## src/rtl/dds_cmd_pkg.sv

```systemverilog
// Shared constants and types for the DDS command sequencer.
//   HDR_BYTE    frame start marker
//   FRAME_LEN   bytes following the header (CMD, D3..D0, CSUM)
//   DATA_BYTES  payload bytes inside a frame
//   OP_*        opcode values carried in CMD[7:4]
//   state_t     frame parser states
package dds_cmd_pkg;

   localparam logic [7:0] HDR_BYTE   = 8'hAA;
   localparam int         FRAME_LEN  = 6;
   localparam int         DATA_BYTES = FRAME_LEN - 2;

   localparam logic [3:0] OP_NOP      = 4'h0;
   localparam logic [3:0] OP_WR_FREQ  = 4'h1;
   localparam logic [3:0] OP_WR_PHASE = 4'h2;
   localparam logic [3:0] OP_COMMIT   = 4'h3;

   typedef enum logic [2:0] {
      ST_IDLE = 3'd0,
      ST_CMD  = 3'd1,
      ST_DATA = 3'd2,
      ST_CSUM = 3'd3,
      ST_EXEC = 3'd4
   } state_t;

   function automatic logic op_legal(input logic [3:0] op);
      return op inside {OP_NOP, OP_WR_FREQ, OP_WR_PHASE, OP_COMMIT};
   endfunction

endpackage

```

## src/rtl/dds_cmd_sequencer_if.sv

```systemverilog
// Bus between the UART receiver / DDS cores and the command sequencer.
//   RX_Done_Sig, RX_Data   byte strobe and byte from the UART receiver
//   RX_En_Sig              receiver enable
//   fword_1..4, phase_1..4 active tuning words / phase offsets to the DDS cores
//   Update_Sig, Cmd_Ok, Cmd_Err  single-cycle status pulses
// master: the sequencer side (drives the DDS outputs); slave: the environment.
interface dds_cmd_sequencer_if #(
   parameter int FW_W = 32,
   parameter int PH_W = 10
);
   logic            RX_Done_Sig;
   logic [7:0]      RX_Data;
   logic            RX_En_Sig;
   logic [FW_W-1:0] fword_1, fword_2, fword_3, fword_4;
   logic [PH_W-1:0] phase_1, phase_2, phase_3, phase_4;
   logic            Update_Sig;
   logic            Cmd_Ok;
   logic            Cmd_Err;

   modport master (
      input  RX_Done_Sig, RX_Data,
      output RX_En_Sig, fword_1, fword_2, fword_3, fword_4,
             phase_1, phase_2, phase_3, phase_4, Update_Sig, Cmd_Ok, Cmd_Err
   );

   modport slave (
      output RX_Done_Sig, RX_Data,
      input  RX_En_Sig, fword_1, fword_2, fword_3, fword_4,
             phase_1, phase_2, phase_3, phase_4, Update_Sig, Cmd_Ok, Cmd_Err
   );
endinterface

```

## src/rtl/dds_cmd_timer.sv

```systemverilog
// Inter-byte timeout counter.
//   CLK, RSTn  clock, async active-low reset
//   clr        a byte arrived: restart from 0 (wins over expiry)
//   run        parser is inside a frame; when low the counter is held at 0
//   expire     combinational pulse: the idle count has reached TIMEOUT_CYC
module dds_cmd_timer #(
   parameter int TIMEOUT_CYC = 500000
) (
   input  logic CLK,
   input  logic RSTn,
   input  logic clr,
   input  logic run,
   output logic expire
);
   localparam int              CNT_W = $clog2(TIMEOUT_CYC + 1);
   localparam logic [CNT_W-1:0] LIMIT = CNT_W'(TIMEOUT_CYC);

   logic [CNT_W-1:0] cnt_q;

   always_ff @(posedge CLK or negedge RSTn) begin
      if (!RSTn)                cnt_q <= '0;
      else if (clr || !run)     cnt_q <= '0;
      else if (cnt_q != LIMIT)  cnt_q <= cnt_q + CNT_W'(1);
   end

   assign expire = run && !clr && (cnt_q == LIMIT);
endmodule

```

## src/rtl/dds_cmd_sequencer.sv

```systemverilog
// Framed configuration packet parser programming four DDS channels.
// Frame: AA | CMD{op,rsv,ch} | D3 D2 D1 D0 | CSUM (XOR of CMD..D0).
// Writes land in shadow banks; COMMIT copies every shadow to the active
// outputs in one cycle so all channels retune together.
//   CLK, RSTn  clock, async active-low reset
//   bus        dds_cmd_sequencer_if master modport (UART byte in, DDS words out)
import dds_cmd_pkg::*;

module dds_cmd_sequencer #(
   parameter int FW_W        = 32,
   parameter int PH_W        = 10,
   parameter int TIMEOUT_CYC = 500000
) (
   input  logic                  CLK,
   input  logic                  RSTn,
   dds_cmd_sequencer_if.master   bus
);
   state_t state_q, state_d;

   logic            rx_done;
   logic [7:0]      rx_byte;
   logic [1:0]      bcnt_q;
   logic [3:0]      op_q;
   logic [1:0]      ch_q;
   logic [31:0]     data_q;
   logic [7:0]      csum_q;
   logic            match_q;
   logic            rx_en_q, upd_q, ok_q, err_q;
   logic            tmr_run, tmr_exp, exec_ok;

   logic [3:0][FW_W-1:0] shd_f, act_f;
   logic [3:0][PH_W-1:0] shd_p, act_p;

   assign rx_done = bus.RX_Done_Sig;
   assign rx_byte = bus.RX_Data;
   assign tmr_run = state_q inside {ST_CMD, ST_DATA, ST_CSUM};
   assign exec_ok = match_q && op_legal(op_q);

   dds_cmd_timer #(.TIMEOUT_CYC(TIMEOUT_CYC)) u_timer (
      .CLK    (CLK),
      .RSTn   (RSTn),
      .clr    (rx_done),
      .run    (tmr_run),
      .expire (tmr_exp)
   );

   always_ff @(posedge CLK or negedge RSTn) begin
      if (!RSTn) state_q <= ST_IDLE;
      else       state_q <= state_d;
   end

   // tmr_exp already excludes cycles with a byte, so a byte always wins.
   always_comb begin
      state_d = state_q;
      case (state_q)
         ST_IDLE: if (rx_done && rx_byte == HDR_BYTE) state_d = ST_CMD;
         ST_CMD:  begin
            if (rx_done)      state_d = ST_DATA;
            else if (tmr_exp) state_d = ST_IDLE;
         end
         ST_DATA: begin
            if (rx_done) begin
               if (bcnt_q == 2'(DATA_BYTES - 1)) state_d = ST_CSUM;
            end else if (tmr_exp) state_d = ST_IDLE;
         end
         ST_CSUM: begin
            if (rx_done)      state_d = ST_EXEC;
            else if (tmr_exp) state_d = ST_IDLE;
         end
         ST_EXEC: state_d = ST_IDLE;
         default: state_d = ST_IDLE;
      endcase
   end

   // Frame capture: opcode/channel, payload shift register, running XOR.
   always_ff @(posedge CLK or negedge RSTn) begin
      if (!RSTn) begin
         op_q    <= '0;
         ch_q    <= '0;
         bcnt_q  <= '0;
         data_q  <= '0;
         csum_q  <= '0;
         match_q <= 1'b0;
      end else if (rx_done) begin
         case (state_q)
            ST_CMD: begin
               op_q   <= rx_byte[7:4];
               ch_q   <= rx_byte[1:0];
               csum_q <= rx_byte;
               bcnt_q <= '0;
            end
            ST_DATA: begin
               data_q <= {data_q[23:0], rx_byte};
               csum_q <= csum_q ^ rx_byte;
               bcnt_q <= bcnt_q + 2'd1;
            end
            ST_CSUM: match_q <= (rx_byte == csum_q);
            default: ;
         endcase
      end
   end

   // Execution: shadow/active banks and status pulses, all visible the
   // cycle after EXEC.
   always_ff @(posedge CLK or negedge RSTn) begin
      if (!RSTn) begin
         shd_f   <= '0;
         shd_p   <= '0;
         act_f   <= '0;
         act_p   <= '0;
         rx_en_q <= 1'b0;
         upd_q   <= 1'b0;
         ok_q    <= 1'b0;
         err_q   <= 1'b0;
      end else begin
         rx_en_q <= 1'b1;
         upd_q   <= 1'b0;
         ok_q    <= 1'b0;
         err_q   <= tmr_exp;
         if (state_q == ST_EXEC) begin
            if (exec_ok) begin
               ok_q <= 1'b1;
               case (op_q)
                  OP_WR_FREQ:  shd_f[ch_q] <= data_q[FW_W-1:0];
                  OP_WR_PHASE: shd_p[ch_q] <= data_q[PH_W-1:0];
                  OP_COMMIT: begin
                     act_f <= shd_f;
                     act_p <= shd_p;
                     upd_q <= 1'b1;
                  end
                  default: ;
               endcase
            end else begin
               err_q <= 1'b1;
            end
         end
      end
   end

   assign bus.RX_En_Sig  = rx_en_q;
   assign bus.Update_Sig = upd_q;
   assign bus.Cmd_Ok     = ok_q;
   assign bus.Cmd_Err    = err_q;
   assign bus.fword_1    = act_f[0];
   assign bus.fword_2    = act_f[1];
   assign bus.fword_3    = act_f[2];
   assign bus.fword_4    = act_f[3];
   assign bus.phase_1    = act_p[0];
   assign bus.phase_2    = act_p[1];
   assign bus.phase_3    = act_p[2];
   assign bus.phase_4    = act_p[3];
endmodule

```

## src/flat_wrapper.sv

```systemverilog
// flat-port wrapper written by rule: the top's interface ports become plain ports
module dds_cmd_sequencer_flat 
#(
   parameter int FW_W        = 32,
   parameter int PH_W        = 10,
   parameter int TIMEOUT_CYC = 500000
)
  (CLK, RSTn, bus_RX_Done_Sig, bus_RX_Data, bus_RX_En_Sig, bus_fword_1, bus_fword_2, bus_fword_3, bus_fword_4, bus_phase_1, bus_phase_2, bus_phase_3, bus_phase_4, bus_Update_Sig, bus_Cmd_Ok, bus_Cmd_Err);
  dds_cmd_sequencer_if #(.FW_W(FW_W), .PH_W(PH_W)) bus_i ();
  input  logic CLK;
  input  logic RSTn;
  input wire logic [$bits(bus_i.RX_Done_Sig)-1:0] bus_RX_Done_Sig;
  input wire logic [$bits(bus_i.RX_Data)-1:0] bus_RX_Data;
  output wire logic [$bits(bus_i.RX_En_Sig)-1:0] bus_RX_En_Sig;
  output wire logic [$bits(bus_i.fword_1)-1:0] bus_fword_1;
  output wire logic [$bits(bus_i.fword_2)-1:0] bus_fword_2;
  output wire logic [$bits(bus_i.fword_3)-1:0] bus_fword_3;
  output wire logic [$bits(bus_i.fword_4)-1:0] bus_fword_4;
  output wire logic [$bits(bus_i.phase_1)-1:0] bus_phase_1;
  output wire logic [$bits(bus_i.phase_2)-1:0] bus_phase_2;
  output wire logic [$bits(bus_i.phase_3)-1:0] bus_phase_3;
  output wire logic [$bits(bus_i.phase_4)-1:0] bus_phase_4;
  output wire logic [$bits(bus_i.Update_Sig)-1:0] bus_Update_Sig;
  output wire logic [$bits(bus_i.Cmd_Ok)-1:0] bus_Cmd_Ok;
  output wire logic [$bits(bus_i.Cmd_Err)-1:0] bus_Cmd_Err;
  assign bus_i.RX_Done_Sig = bus_RX_Done_Sig;
  assign bus_i.RX_Data = bus_RX_Data;
  assign bus_RX_En_Sig = bus_i.RX_En_Sig;
  assign bus_fword_1 = bus_i.fword_1;
  assign bus_fword_2 = bus_i.fword_2;
  assign bus_fword_3 = bus_i.fword_3;
  assign bus_fword_4 = bus_i.fword_4;
  assign bus_phase_1 = bus_i.phase_1;
  assign bus_phase_2 = bus_i.phase_2;
  assign bus_phase_3 = bus_i.phase_3;
  assign bus_phase_4 = bus_i.phase_4;
  assign bus_Update_Sig = bus_i.Update_Sig;
  assign bus_Cmd_Ok = bus_i.Cmd_Ok;
  assign bus_Cmd_Err = bus_i.Cmd_Err;
  dds_cmd_sequencer #(.FW_W(FW_W), .PH_W(PH_W), .TIMEOUT_CYC(TIMEOUT_CYC)) u_core (.CLK(CLK), .RSTn(RSTn), .bus(bus_i));
endmodule
```

## config.mk

```make
export PLATFORM = sky130hd
export DESIGN_NAME = dds_cmd_sequencer_flat
export DESIGN_NICKNAME = d
export VERILOG_FILES = /design/src/rtl/dds_cmd_pkg.sv /design/src/rtl/dds_cmd_sequencer_if.sv /design/src/rtl/dds_cmd_timer.sv /design/src/rtl/dds_cmd_sequencer.sv /design/src/flat_wrapper.sv
export SDC_FILE = /design/constraint.sdc
export NUM_CORES = 1
export LEC_CHECK = 0
export CAP_MARGIN = 20
export CORE_AREA = 5 5 177 179
export DETAILED_ROUTE_END_ITERATION = 12
export DIE_AREA = 0 0 182 184
export DONT_BUFFER_PORTS = 1
export GPL_TIMING_DRIVEN = 0
export PLACE_DENSITY = 0.86
export SYNTH_ARGS = -nofsm -noshare
export SYNTH_HDL_FRONTEND = slang
export SYNTH_SLANG_ARGS = --single-unit
```

## constraint.sdc

```tcl
create_clock -name CLK -period 1.8 [get_ports CLK]
set_clock_uncertainty 0.05 [all_clocks]
set_input_delay 0.09 -clock CLK [delete_from_list [all_inputs] [get_ports CLK]]
set_output_delay 0.09 -clock CLK [all_outputs]
set_load 0.02 [all_outputs]
```

# After elaboration in Yosys (flattened, before gate mapping)
# Index checks and enable logic that the tools add are counted.
[totals]
regBits = 411
latch_bits = 0
mem_bits_rw = 0
mem_bits_ro = 0
mem_count = 0
[classes]
add_sub_neg = 2
mul = 0
div = 0
n_lt_le_gt_ge = 2
n_eq_ne = 14
shifts = 0
muxes = 24
n_bitwise = 1
n_reduce_logical = 22
[op_table]
columns = ["cell", "n"]
rows = [
  ["128-bit bitwise mux", 1],
  ["32-bit demux with 2-bit select", 1],
  ["40-bit bitwise mux", 1],
  ["19-bit two-way mux", 2],
  ["32-bit two-way mux", 1],
  ["10-bit demux with 2-bit select", 1],
  ["19-bit by 1-bit adder with 19-bit output, second input constant", 1],
  ["19-bit equality test, second input constant", 1],
  ["19-bit inequality test, second input constant", 1],
  ["3-bit two-way mux", 6],
  ["8-bit one-hot mux with 2 select lines", 1],
  ["3-bit one-hot mux with 4 select lines", 1],
  ["10-bit two-way mux", 1],
  ["2-bit AND reduction", 5],
  ["3-bit AND reduction", 3],
  ["4-bit by 2-bit equality test with 1-bit output, second input constant", 2],
  ["8-bit equality test", 1],
  ["8-bit equality test, second input constant", 1],
  ["8-bit XOR", 1],
  ["1-bit two-way mux", 7],
  ["3-bit by 2-bit equality test with 1-bit output, second input constant", 2],
  ["1-bit logical AND", 5],
  ["4-bit by 1-bit equality test with 1-bit output, second input constant", 1],
  ["4-bit zero test", 1],
  ["other kinds (15)", 17],
]

# Logic depth before layout (Yosys ltp)
[depth]
depth_word = 7
mapped_depth = 7
mapped_depth_nobuf = 5

# By module
# Synthesis repeated with hierarchy kept, for this count alone.
[hier_totals]
cells_unflattened = 1057
area_unflattened_um2 = 16238.1
[modules_own_cells]
columns = ["mod", "instances", "cells_per_inst", "area_per_inst_um2"]
rows = [
  ["dds_cmd_sequencer", 1, 944, 15165.8],
  ["dds_cmd_timer", 1, 113, 1072.3],
]

# Least setup slack after synthesis
# No wires, ideal clock.
[synth_timing]
kind = "register to register"
from = "reg u_core.op_q[3]"
to = "reg u_core.act_f (netlist bit u_core.bus.fword_1[15])"
setup_time_ps = 125
arrival_time_ps = 1698
slack_ps = -73
stages_incl_launch_ff = 8
path_buffers = 3
synth_period_minus_slack_ps = 1873
path_cell_list = "dfrtp_1 > nor3b_2 > and3_4 > and3_1 > buf_6 > buf_12 > buf_12 > mux2_4"
[synth_via]
elab_chain_cells = 4
elab_cells_between_ends = 7
cone_classes = "eq/ne (3); reduce/logical (4)"
[synth_rtl]
columns = ["element", "line", "rtl"]
rows = [
  ["start, declared", "dds_cmd_sequencer.sv:23", "logic [3:0] op_q;"],
  ["start signal, assigned", "dds_cmd_sequencer.sv:87", "op_q <= rx_byte[7:4];"],
  ["4-bit by 1-bit equality test with 1-bit output, or another cell as far along", "dds_cmd_pkg.sv:27", "return op inside {OP_NOP, OP_WR_FREQ, OP_WR_PHASE, OP_COMMIT};"],
  ["4-bit nonzero test", "dds_cmd_pkg.sv:27", ""],
  ["1-bit logical AND", "dds_cmd_sequencer.sv:37", "assign exec_ok = match_q && op_legal(op_q);"],
  ["3-bit AND reduction (no line) (*)", "n/a", ""],
  ["end signal, assigned", "dds_cmd_sequencer.sv:109", "act_f <= '0;"],
  ["end signal, assigned", "dds_cmd_sequencer.sv:127", "act_f <= shd_f;"],
  ["end, declared", "dds_cmd_sequencer.sv:31", "logic [3:0][FW_W-1:0] shd_f, act_f;"],
]
# Mark *: on every way between the ends. The rest lies on a longest branch, timed or not.
# A chain may end at the register's enable or synchronous reset.

# Worst setup path after layout
[layout_timing]
from = "reg u_core.op_q[3]"
to = "reg u_core.shd_f[21] (netlist bit)"
[layout_via]
elab_chain_cells = 4
elab_cells_between_ends = 7
cone_classes = "eq/ne (3); reduce/logical (4)"
[layout_rtl]
columns = ["element", "line", "rtl"]
rows = [
  ["4-bit by 1-bit equality test with 1-bit output, or another cell as far along", "dds_cmd_pkg.sv:27, dds_cmd_sequencer.sv:123", ""],
  ["4-bit nonzero test", "dds_cmd_pkg.sv:27", ""],
  ["1-bit logical AND", "dds_cmd_sequencer.sv:37", ""],
  ["3-bit AND reduction (no line) (*)", "n/a", ""],
  ["end signal, assigned by index", "dds_cmd_sequencer.sv:124", "OP_WR_FREQ: shd_f[ch_q] <= data_q[FW_W-1:0];"],
  ["end, declared", "dds_cmd_sequencer.sv:31", ""],
]
# Marks and branches as above.

==> metrics.yaml <==
pwr:
  p_leak_nw: 9.67
  pwr_density_cell_nw_per_um2: 1040
  total_power_mw: 20.3
  peakVddDrop_v: 0.000771
route:
  postRouteAntennaNets: 0
  vias_per_cell: 5.74
  wl_um: 39400
  drc: 0
  initialDrtViolationCount: 635
  detail_route.wl_per_cell_um: 24.3
  num_vias: 9276
  drtPass1Iterations: 5
status:
  violations: "hold timing, setup timing"
  status: "finished, violations left"
placed_design:
  place.gp.congestion: 0.855
  dpl.hpwl_um: 23800
  io_buffer_count: 0
  place_ws_ps: -509
floorplanning:
  dieArea_sq_um: 33500
  core.rowCount: 63
  die_y_um: 184
  ioPinCount: 183
  die_x_um: 182
  start_util_pct: 56.5
  core_sq_um: 29400
cells_and_area:
  nNetsFinal: 1212
  layout.cells.most_common: "dfrtp_1"
  areaGrowthSynthToFinish_pct: 17.7
  drive_gt1_share_pct: 41.7
  layout_common_cells: "411 x dfrtp_1, 236 x mux2_2, 106 x mux2_4, 98 x nand2_1, 50 x clkbuf_16"
synth:
  ys_seq_elements: 411
  ys_warn_count: 0
  synth_area_leaders: "dfrtp_1 62%, mux2_2 16%, mux2_4 9.0%"
  syn-num-nets: 1114
  syn_inst: 1100
  synth_edf_count: 0
  synth_largest_area_cell: "dfrtp_1"
  ys_seq_area_share_pct: 61.9
  netlist_area_sq_um: 16600
  synth.top_cell.area_share_pct: 61.9
  avgSynthCellArea_sq_um: 15.1
  async_flop_share_pct: 100
  yosysUniqueCellTypes: 51
  yosys_most_used_dff: "dfrtp_1"
sta:
  slew_headroom_pct: 33.7
  tns_ps: -72910
  hold_ws_ps: -791
  fin_ws_ps: -327
  timing.final.crit_share_pct: 118
  fmax_mhz: 470
  rsz0062_at_grt: "yes"
  hold_violations: 411
  min_period_ps: 2130
  setup_viol: 375
  drv_slew: 0
  worst_slew_pin_slew_ps: 994
clocking:
  holdBufCountCts: 9
  clock-root-buffer: "clkbuf_16"
  cts.path.max_buffers: 3
  cts_max_level: 2
  clkSinkCount: 411
  clock_latency_ps: 530
  cts_tree: "done"
  path_clk_slew_ps: 60
  cts_made_buffers: 41
worst_setup_path:
  worst_ep_arrival_time_ps: 2490
  required_ps: 2160
  startpoint_type: "register"
  critPathCaptureType: "register"
  path_class: "reg2reg"
  cp_max_fo: 7
flow_run:
  cap_violations: 0
grt:
  grt_first_pass_wirelength_um: 60100
  grt_usage_pct: 22.9
  antenna_found_initial: 1
  grt-ovfl-total: 0
  grt_pass1_vias: 10000
  grt_max_degree: 412
hold_path:
  hold_path_class: "in2async"
-- path summary, 6_finish.rpt --
check | startpoint | to | slack, ps | depth (start not counted)
min reg2reg | u_core.shd_f[7] | u_core.shd_f[7] | 440 | 1
max | u_core.op_q[3] | u_core.shd_f[21] | -330 | 7
min | RSTn | u_core.shd_f[114] | -790 | 0
min in group CLK | bus_RX_Done_Sig | u_core.data_q[8] | 10 | 4
max in group asynchronous | RSTn | u_core.bus.phase_4[0] | 2070 | 0
max reg2reg | u_core.op_q[3] | u_core.shd_f[21] | -330 | 7
-- per-stage QoR --
stage / instance area (sq um) / instances / hold slack, ps / util (%)
6_report: 19600 / 1617 / -791 / 66.5
3_3_place_gp: 17100 / 1490 / -243 / 58.1
3_5_place_dp: 17100 / 1490 / -246 / 58.1
4_1_cts: 19300 / 1603 / -801 / 65.6
2_1_floorplan: 16600 / 1100 / -256 / -
5_1_grt: 19600 / 1617 / -814 / 66.5
-- timing repair --
action | in CTS | in global routing
setup endpoints to repair | 389 | 400
cloned | 9 | 7
hold endpoints to repair | 439 | 411
setup buffers | 26 | 7
pin swaps | 6 | 1
gates resized for setup | 79 | 6
-- final cells by class --
cell class	count	area [sq um]
Sequential cell	411	10300
Antenna cell	1	2.50
Inverter	13	48.8
Tap cell	390	488
Clock inverter	7	72.6
Multi-Input combinational cell	608	5820
Clock buffer	64	1250
Buffer	66	706
Fill cell	1916	9850
Timing Repair Buffer	57	873
-- synth_stat cells (2+ instances only) --
master / number
buf_1: 4
inv_1: 13
xor2_1: 10
a21oi_1: 22
and4_1: 4
xnor2_1: 8
o41ai_1: 2
o221ai_1: 8
mux2_2: 242
nor3b_1: 2
nor2_2: 2
nand2_1: 101
o31ai_1: 3
mux2_4: 100
nor2b_1: 2
buf_2: 17
buf_12: 11
nand4_1: 8
nor2_1: 23
buf_4: 11
or3_1: 4
nand4b_1: 2
nand3_1: 10
or4_1: 2
a311o_1: 8
clkbuf_1: 22
nand3b_1: 4
buf_6: 3
o21ai_0: 13
dfrtp_1: 411
ha_1: 3
and3_1: 2
or4b_1: 2
nor4bb_1: 4
-- routing by layer --
metal	up-vias	share of wire, %	global-route usage [%]
li1	4063	-	-
met1	4822	40	29.3
met2	293	49	38.4
met3	98	7.0	6.11
met4	0	3.4	7.33
met5	-	0	0
-- cell families (layout without fill, tap and decap cells) --
kind of cell,Yosys count,count (layout),share of synthesized area [%]
AO/OA/AOI/OAI,60,60,2.39
XOR/XNOR,18,18,0.949
adder cells (fa/ha/maj),3,3,0.226
buffers and inverters,81,207,3.42
flip-flops,411,411,61.9
multiplexers,344,344,25.6
other,1,2,0.0226
AND/OR/NAND/NOR,182,182,5.49
-- critical path, cell delays in order (launching register included) --
cell and delay, ps:
dfrtp_1 410, nor3b_4 240, buf_4 170, nand4b_1 130, nor2b_1 180, clkbuf_8 220
bufbuf_16 280, mux2_2 330
-- sequential cells by signal (all words and copies together), names as in the netlist, 8 cells and up --
name	count
u_core.bus.phase_1	10
u_core.csum_q	8
u_core.bus.fword_4	32
u_core.bus.phase_3	10
u_core.bus.fword_3	32
u_core.bus.phase_2	10
u_core.shd_f	128
u_core.bus.phase_4	10
u_core.data_q	32
u_core.shd_p	40
u_core.u_timer.cnt_q	19
u_core.bus.fword_2	32
u_core.bus.fword_1	32
-- power breakdown --
part | switching [mW] | leakage [nW] | total, mW | internal, mW
Clock | 3.42 | 0.646 | 8.35 | 4.93
Sequential | 0.581 | 5.70 | 10.2 | 9.65
Combinational | 1.22 | 3.33 | 1.75 | 0.536
Total | 5.22 | 9.67 | 20.3 | 15.1
Power figures use the tool's default switching activity.
